--- src/rtl/led_pkg.sv ---
// Shared definitions for the LED pattern generator: mode encodings and mode width.
package led_pkg;

  localparam int LED_MODE_W = 3;

  typedef enum logic [LED_MODE_W-1:0] {
    LED_MODE_OFF     = 3'd0,
    LED_MODE_ON      = 3'd1,
    LED_MODE_BLINK   = 3'd2,
    LED_MODE_CHASE   = 3'd3,
    LED_MODE_BOUNCE  = 3'd4,
    LED_MODE_BREATHE = 3'd5,
    LED_MODE_BINARY  = 3'd6,
    LED_MODE_RSVD    = 3'd7
  } led_mode_e;

endpackage

--- src/rtl/led_prescaler.sv ---
// Programmable prescaler: wraps every div_max+1 cycles and emits a one-cycle tick.
// step is the combinational wrap condition, so consumers advance on the same edge tick rises.
module led_prescaler #(
  parameter int DIV_WIDTH = 26
) (
  input  logic                 clk,
  input  logic                 rst,
  input  logic                 restart,
  input  logic [DIV_WIDTH-1:0] div_max,
  output logic                 step,
  output logic                 tick
);

  logic [DIV_WIDTH-1:0] div_cnt;

  // A restart suppresses a coinciding wrap; the counter simply rolls over
  // if div_max is lowered beneath it.
  assign step = (div_cnt == div_max) && !restart;

  always_ff @(posedge clk) begin
    if (rst || restart) begin
      div_cnt <= '0;
      tick    <= 1'b0;
    end else if (step) begin
      div_cnt <= '0;
      tick    <= 1'b1;
    end else begin
      div_cnt <= div_cnt + 1'b1;
      tick    <= 1'b0;
    end
  end

endmodule

--- src/rtl/led_pattern_gen.sv ---
// Multi-pattern LED driver: one prescaler, runtime-selected pattern, registered LED outputs.
// Pattern state changes on the wrap edge; led reflects it one edge later.
module led_pattern_gen
  import led_pkg::*;
#(
  parameter int NUM_LEDS  = 4,
  parameter int DIV_WIDTH = 26,
  parameter int PWM_BITS  = 8
) (
  input  logic                  clk,
  input  logic                  rst,
  input  logic [LED_MODE_W-1:0] mode,
  input  logic [DIV_WIDTH-1:0]  div_max,
  output logic [NUM_LEDS-1:0]   led,
  output logic                  tick
);

  localparam logic [PWM_BITS-1:0] DUTY_MAX = '1;
  localparam logic [NUM_LEDS-1:0] POS_INIT = NUM_LEDS'(1);

  led_mode_e           mode_q;
  logic                restart;
  logic                step;

  logic                blink_q, blink_d;
  logic [NUM_LEDS-1:0] pos_q, pos_d;
  logic                bdir_dn_q, bdir_dn_d;
  logic [PWM_BITS-1:0] duty_q, duty_d;
  logic                ramp_dn_q, ramp_dn_d;
  logic [NUM_LEDS-1:0] bin_q, bin_d;
  logic [PWM_BITS-1:0] pwm_q;
  logic [NUM_LEDS-1:0] led_d;

  assign restart = (mode != mode_q);

  led_prescaler #(.DIV_WIDTH(DIV_WIDTH)) u_prescaler (
    .clk     (clk),
    .rst     (rst),
    .restart (restart),
    .div_max (div_max),
    .step    (step),
    .tick    (tick)
  );

  always_comb begin
    blink_d   = blink_q;
    pos_d     = pos_q;
    bdir_dn_d = bdir_dn_q;
    duty_d    = duty_q;
    ramp_dn_d = ramp_dn_q;
    bin_d     = bin_q;
    if (restart) begin
      blink_d   = 1'b0;
      pos_d     = POS_INIT;
      bdir_dn_d = 1'b0;
      duty_d    = '0;
      ramp_dn_d = 1'b0;
      bin_d     = '0;
    end else if (step) begin
      blink_d = ~blink_q;
      bin_d   = bin_q + 1'b1;
      case (mode_q)
        LED_MODE_CHASE: pos_d = (pos_q << 1) | (pos_q >> (NUM_LEDS - 1));
        LED_MODE_BOUNCE: begin
          // A single LED has nowhere to move, so it just stays lit.
          if (NUM_LEDS > 1) begin
            if (!bdir_dn_q) begin
              if (pos_q[NUM_LEDS-1]) begin
                pos_d     = pos_q >> 1;
                bdir_dn_d = 1'b1;
              end else begin
                pos_d = pos_q << 1;
              end
            end else begin
              if (pos_q[0]) begin
                pos_d     = pos_q << 1;
                bdir_dn_d = 1'b0;
              end else begin
                pos_d = pos_q >> 1;
              end
            end
          end
        end
        default: ;
      endcase
      // Triangle ramp that turns around without repeating the endpoint.
      if (!ramp_dn_q) begin
        if (duty_q == DUTY_MAX) begin
          duty_d    = duty_q - 1'b1;
          ramp_dn_d = 1'b1;
        end else begin
          duty_d = duty_q + 1'b1;
        end
      end else begin
        if (duty_q == '0) begin
          duty_d    = duty_q + 1'b1;
          ramp_dn_d = 1'b0;
        end else begin
          duty_d = duty_q - 1'b1;
        end
      end
    end
  end

  always_comb begin
    led_d = '0;
    case (mode_q)
      LED_MODE_ON:      led_d = '1;
      LED_MODE_BLINK:   led_d = {NUM_LEDS{blink_q}};
      LED_MODE_CHASE:   led_d = pos_q;
      LED_MODE_BOUNCE:  led_d = pos_q;
      LED_MODE_BREATHE: led_d = {NUM_LEDS{pwm_q < duty_q}};
      LED_MODE_BINARY:  led_d = bin_q;
      default:          led_d = '0;
    endcase
  end

  always_ff @(posedge clk) begin
    if (rst) begin
      mode_q    <= LED_MODE_OFF;
      blink_q   <= 1'b0;
      pos_q     <= POS_INIT;
      bdir_dn_q <= 1'b0;
      duty_q    <= '0;
      ramp_dn_q <= 1'b0;
      bin_q     <= '0;
      pwm_q     <= '0;
      led       <= '0;
    end else begin
      mode_q    <= led_mode_e'(mode);
      blink_q   <= blink_d;
      pos_q     <= pos_d;
      bdir_dn_q <= bdir_dn_d;
      duty_q    <= duty_d;
      ramp_dn_q <= ramp_dn_d;
      bin_q     <= bin_d;
      pwm_q     <= pwm_q + 1'b1;
      led       <= led_d;
    end
  end

endmodule

--- config.mk ---
export PLATFORM = sky130hd
export DESIGN_NAME = led_pattern_gen
export DESIGN_NICKNAME = d
export VERILOG_FILES = /design/src/rtl/led_pkg.sv /design/src/rtl/led_prescaler.sv /design/src/rtl/led_pattern_gen.sv
export SDC_FILE = /design/constraint.sdc
export NUM_CORES = 1
export LEC_CHECK = 0
export ABC_AREA = 1
export ABC_CLOCK_PERIOD_IN_PS = 1600
export CAP_MARGIN = 15
export CORE_ASPECT_RATIO = 0.9
export CORE_MARGIN = 2
export CORE_UTILIZATION = 52
export CTS_CLUSTER_DIAMETER = 60
export DETAILED_ROUTE_END_ITERATION = 6
export GPL_ROUTABILITY_DRIVEN = 1
export GPL_TIMING_DRIVEN = 0
export PLACE_DENSITY = 0.76
export SLEW_MARGIN = 40
export SYNTH_ARGS = -nofsm -noshare
export SYNTH_HDL_FRONTEND = slang
export SYNTH_SLANG_ARGS = --single-unit
--- constraint.sdc ---
create_clock -name clk -period 1.6 [get_ports clk]
set_input_delay 0.32 -clock clk [delete_from_list [all_inputs] [get_ports clk]]
set_output_delay 0.32 -clock clk [all_outputs]
set_load 0.02 [all_outputs]
# Yosys cells after proc, flatten, opt, wreduce, memory -nomap -nowiden
# Index checks and enable logic that the tools add are counted.
[totals]
register_bits = 61
in_bits = 31
output_inout_bits = 5
word_cells = 53
[op_classes]
add_sub_neg = 5
n_lt_le_gt_ge = 1
eq_ne = 9
mux = 15
n_bitwise = 2
reduce_logical = 10
[ops]
columns = ["operator", "count"]
rows = [
  ["$add A26 B1 Y26 const B", 1],
  ["$eq A26 B26 Y1", 1],
  ["$mux W8", 3],
  ["$pmux W4 S5", 1],
  ["$add A8 B1 Y8 const B", 2],
  ["$mux W4", 3],
  ["$eq A3 B3 Y1 const B", 3],
  ["$eq A8 B8 Y1 const B", 1],
  ["$logic_not A8 Y1", 1],
  ["$lt A8 B8 Y1", 1],
  ["$pmux W4 S2", 1],
  ["$sub A8 B1 Y8 const B", 1],
  ["$mux W1", 7],
  ["$eq A3 B2 Y1 const B", 2],
  ["$reduce_or A2 Y1", 3],
  ["$add A4 B1 Y4 const B", 1],
  ["$or A4 B1 Y4", 1],
  ["$reduce_and A2 Y1", 2],
  ["$eq A3 B1 Y1 const B", 1],
  ["$ne A3 B3 Y1", 1],
  ["$reduce_bool A2 Y1", 1],
  ["$logic_and A1 B1 Y1", 1],
  ["$logic_not A1 Y1", 1],
  ["$logic_or A1 B1 Y1", 1],
  ["$not A1 Y1", 1],
]

# Depth between registers and ports, before layout
[logic_depth]
depth_word = 4
ltp_mapped = 13
ltp_nobuf = 12

# Cells and area by module
# A second synthesis with hierarchy kept.
[unflattened]
hier_cells = 607
hier_area_um2 = 3938.8
[modules_own_cells]
columns = ["module", "instances", "cells_per_inst", "area_per_inst_um2", "seq_area_each_um2"]
rows = [
  ["led_pattern_gen", 1, 291, 2095.8, 680.7],
  ["led_prescaler", 1, 316, 1843.0, 540.5],
]

# Least setup slack after synthesis
# OpenSTA, ideal clock, no wires.
[synth_timing]
kind = "reg-to-reg"
startpoint = "register u_prescaler.div_cnt[0]"
endpoint = "register u_prescaler.div_cnt[20]"
setup_ns = 0.119
t_arrival_ns = 1.419
required_ns = 1.481
slack_ns = 0.062
stages_incl_launch_ff = 9
n_path_buf = 0
period_less_slack_ns = 1.538
cell_sequence = "dfxtp_1 > ha_1 > nand3_1 > nor2_2 > nand4_2 > nor2_1 > inv_1 > nor3_1 > nor3_1"
[synth_via]
elab_chain_len = 3
elab_cells_between_ends = 4
classes_between = "add/sub: 1; eq/ne: 1; reduce/logical: 2"
[synth_lines]
columns = ["element", "line", "rtl"]
rows = [
  ["from (decl)", "led_prescaler.sv:14", "logic [DIV_WIDTH-1:0] div_cnt;"],
  ["from (signal assigned)", "led_prescaler.sv:28", "div_cnt <= div_cnt + 1'b1;"],
  ["parallel branches: the longest is 3 deep, another holds $add A26 B1 Y26", "--", ""],
]
# Several ways; the timed one is not identified.
# A chain may end at the register's enable or synchronous reset.

# Final worst setup path
[layout_timing]
startpoint = "register mode_q[1]"
endpoint = "register bin_q[1]"
[layout_via]
elab_chain_len = 3
elab_cells_between_ends = 4
classes_between = "eq/ne: 1; reduce/logical: 3"
[layout_lines]
columns = ["element", "line", "rtl"]
rows = [
  ["from (decl)", "led_pattern_gen.sv:21", "led_mode_e mode_q;"],
  ["from (signal assigned)", "led_pattern_gen.sv:130", "mode_q <= led_mode_e'(mode);"],
  ["$ne A3 B3 Y1 (*)", "led_pattern_gen.sv:34", "assign restart = (mode != mode_q);"],
  ["$logic_not A1 Y1", "led_prescaler.sv:18", "assign step = (div_cnt == div_max) && !restart;"],
  ["$logic_and A1 B1 Y1", "led_prescaler.sv:18", ""],
  ["to (signal assigned)", "led_pattern_gen.sv:136", "bin_q <= bin_d;"],
  ["to (decl)", "led_pattern_gen.sv:30", "logic [NUM_LEDS-1:0] bin_q, bin_d;"],
]
# Mark *: on every way between the ends. The rest lies on a longest branch, timed or not.

==> results.py <==
metrics = {
    "cts": {
        "clk_pin_slew_ns": 0.08,
        "ctsHoldBuffers": 0,
        "cts_tree": "done",
        "cts_inserted_buffers": 9,
        "clock_latency_ns": 0.36,
        "cts.path.max_buffers": 2,
        "h-tree-depth": 3,
        "cts_sinks": 61,
        "root_buffer": "clkbuf_8",
    },
    "timing": {
        "grt_setup_unrepaired": "true",
        "maxSlewHeadroom_pct": 59.9,
        "slew_viol_final": 0,
        "finClkSkew_ns": 0.0159,
        "min_period_over_period_pct": 118,
        "worstMarginPinSlew_ns": 0.601,
        "fin_ws_ns": -0.284,
        "max_freq_ghz": 0.531,
        "finalSetupViolations": 51,
        "final_hold_viol_count": 0,
        "post-route-min-period_ns": 1.88,
        "setup_tns_ns": -8.86,
    },
    "logic_synthesis": {
        "syn-instance-count": 591,
        "ys_seq_area_share_pct": 32.3,
        "ys_warn_count": 0,
        "synthDistinctLibCells": 30,
        "syn-num-nets": 635,
        "netlist_area_um2": 3780,
        "syn_avg_cell_area_um2": 6.40,
        "yosys_register_bits": 61,
    },
    "global_route": {
        "grt.overflow.total": 0,
        "grt_use_total_pct": 26.6,
        "antenna_found_initial": 0,
        "grt_pass1_vias": 3946,
        "grt_max_degree": 11,
        "grt_pass1_wl_mm": 17.1,
    },
    "setup_path": {
        "crit_required_ns": 1.88,
        "cp_cell_sequence": "inv_2, nand2_1, nand2_2, nand2_1, nor2_2, nand3_2, nor2_4, nand2_4, buf_12, nor2_4, nand2_2, o21ai_2",
        "crit_slowest_cell": "dfxtp_4",
        "worstSetupPathType": "reg2reg",
        "cp_num_buf_inv": 2,
        "critPathMaxFanout": 5,
        "crit_path_end_kind": "flop",
        "crit_path_start_kind": "flop",
        "cp_slowest_stage_delay_ns": 0.37,
        "r2r_slack_ns": -0.28,
        "arrival_ns": 2.17,
        "cp_top_family": "simple AND/OR/NAND/NOR gates",
    },
    "cells_and_area": {
        "final_util_pct": 79.8,
        "drive_above_1_share_pct": 35.6,
        "syn_to_final_growth_pct": 48.7,
        "antenna_cells": 0,
        "layoutNonFillerInstCount": 806,
        "finalNetCount": 753,
    },
    "detailed_routing": {
        "detail-route-antenna-nets": 0,
        "wire_per_inst_um": 17.8,
        "drc": 0,
        "vias_per_cell": 5.71,
        "vias": 4601,
        "drt_wl_total_mm": 14.4,
        "first_pass_iters": 7,
        "drt-initial-drc-count": 547,
    },
    "place": {
        "dp_hpwl_mm": 6.46,
        "io_buffers": 35,
        "post-place-ws_ns": -0.677,
        "globalplace.congestion": 0.874,
        "dp.cells": 719,
    },
    "floorplan": {
        "die_area_um2": 7970,
        "die_h_um": 84.9,
        "chipWidth_um": 93.9,
        "start_util_pct": 53.7,
        "ios": 36,
        "core.rowCount": 29,
        "core_area_um2": 7040,
    },
    "run_status": {
        "failed_checks": "negative setup slack",
        "status": "finished, violations left",
    },
    "worst_hold_path": {
        "hold_path.class": "in2reg",
    },
    "power_and_ir_drop": {
        "ir_worst_vdd_uv": 582,
        "leakage_nw": 2.52,
        "p_per_area_nw_per_um2": 579,
        "power_mw": 3.25,
    },
    "job": {
        "drv_cap": 0,
    },
}
-- cells in the mapped netlist --
library cell,number,area [um2]
nand2_1,169,634
inv_1,91,342
nor2_1,79,297
dfxtp_1,61,1220
nand3_1,34,170
xor2_1,28,245
a21oi_1,24,120
o21ai_0,18,90.1
nor3_1,16,80.1
ha_1,13,163
xnor2_1,8,70.1
nand4_1,6,37.5
inv_2,5,18.8
buf_2,4,20.0
nor2_2,4,25.0
nor2_4,4,45.0
nor3_2,4,40.0
o21ai_1,4,20.0
nand2_2,3,18.8
nor4_1,3,18.8
buf_6,2,22.5
nand3b_1,2,15.0
o22ai_1,2,12.5
a211oi_1,1,7.51
clkbuf_1,1,3.75
clkbuf_2,1,5.00
nand3_2,1,10.0
nand4_2,1,12.5
o32ai_1,1,8.76
or2_2,1,6.26
-- cells by family after synthesis --
| family | Yosys count | synth area share, % |
|---|---|---|
| AO/OA/AOI/OAI | 50 | 6.85 |
| adder cells (fa/ha/maj) | 13 | 4.30 |
| buffers and inverters | 104 | 10.9 |
| flip-flops | 61 | 32.3 |
| XOR/XNOR | 36 | 8.34 |
| AND/OR/NAND/NOR | 327 | 37.3 |
-- final cells by class --
| type | count | area (um2) |
|---|---|---|
| clock inverter | 1 | 5.00 |
| buffer | 6 | 57.6 |
| tap | 93 | 116 |
| timing repair buffer | 108 | 970 |
| fill | 401 | 1420 |
| sequential | 61 | 1300 |
| inverter | 96 | 370 |
| clock buffer | 14 | 173 |
| multi-input combinational | 427 | 2630 |
-- power by group --
part           leakage [nW]  total, mW  switching, mW  internal (mW)
sequential            0.513       1.53         0.0184           1.51
combinational          1.92      0.411          0.227          0.185
clock                0.0926       1.31          0.631          0.680
-- sequential cells by signal (all words and copies together), names as in the netlist --
name / cells
pos_q: 4
led: 4
duty_q: 8
bin_q: 4
ramp_dn_q: 1
mode_q: 3
blink_q: 1
u_prescaler.div_cnt: 26
u_prescaler.tick: 1
pwm_q: 8
bdir_dn_q: 1
-- layout by cell type, fill, tap and decap left out, types with 5 or more instances in the layout --
cell,n
clkbuf_8,12
nand3_2,10
o21ai_0,15
inv_2,20
inv_1,73
a21oi_2,7
nor2_1,53
dfxtp_1,29
nand2_1,144
buf_4,59
nor2_2,21
xor2_1,28
nand3_1,21
nand2_4,8
nand4_1,6
buf_12,5
a21oi_1,17
nor2_4,14
nor3_1,12
buf_6,11
dlygate4sd2_1,29
dfxtp_4,14
ha_1,10
dfxtp_2,18
nand2_2,20
o21ai_2,6
-- through the flow --
| step | hold slack, ns | cell area, um2 |
|---|---|---|
| floorplan | 0.427 | 3780 |
| global placement | 0.443 | 4250 |
| detailed placement | 0.450 | 4250 |
| CTS | 0.395 | 5010 |
| global route | 0.452 | 5620 |
| finish | 0.404 | 5620 |
-- what timing repair did --
item	CTS	global route
endpoints found under the setup margin	50	52
cloned	1	1
endpoints found under the hold margin	0	0
gates resized for setup	119	119
buffers inserted	45	28
pin swaps	36	44
-- tightest hold or removal path, stage by stage --
cell	delay (ns)
dlygate4sd2_1	0.30
inv_1	0.07
nor2_1	0.03
-- final timing paths --
| kind | from | to | cells past startpoint |
|---|---|---|---|
| max | mode_q[1]$_SDFF_PP0_ | bin_q[1]$_SDFFE_PP0P_ | 12 |
| max reg2reg | mode_q[1]$_SDFF_PP0_ | bin_q[1]$_SDFFE_PP0P_ | 12 |
| min reg2reg | u_prescaler.div_cnt[0]$_SDFF_PP0_ | u_prescaler.div_cnt[0]$_SDFF_PP0_ | 1 |
| min | mode[0] | mode_q[0]$_SDFF_PP0_ | 3 |
-- per-layer routing --
| metal | global-route usage (%) | share of wire, % | vias up |
|---|---|---|---|
| li1 | - | - | 2084 |
| met1 | 31.7 | 37 | 2105 |
| met2 | 47.0 | 48 | 324 |
| met3 | 6.31 | 8.5 | 88 |
| met4 | 8.56 | 6.7 | 0 |
| met5 | 0 | 0 | - |
Note: power is estimated with default switching activity, not from simulation.
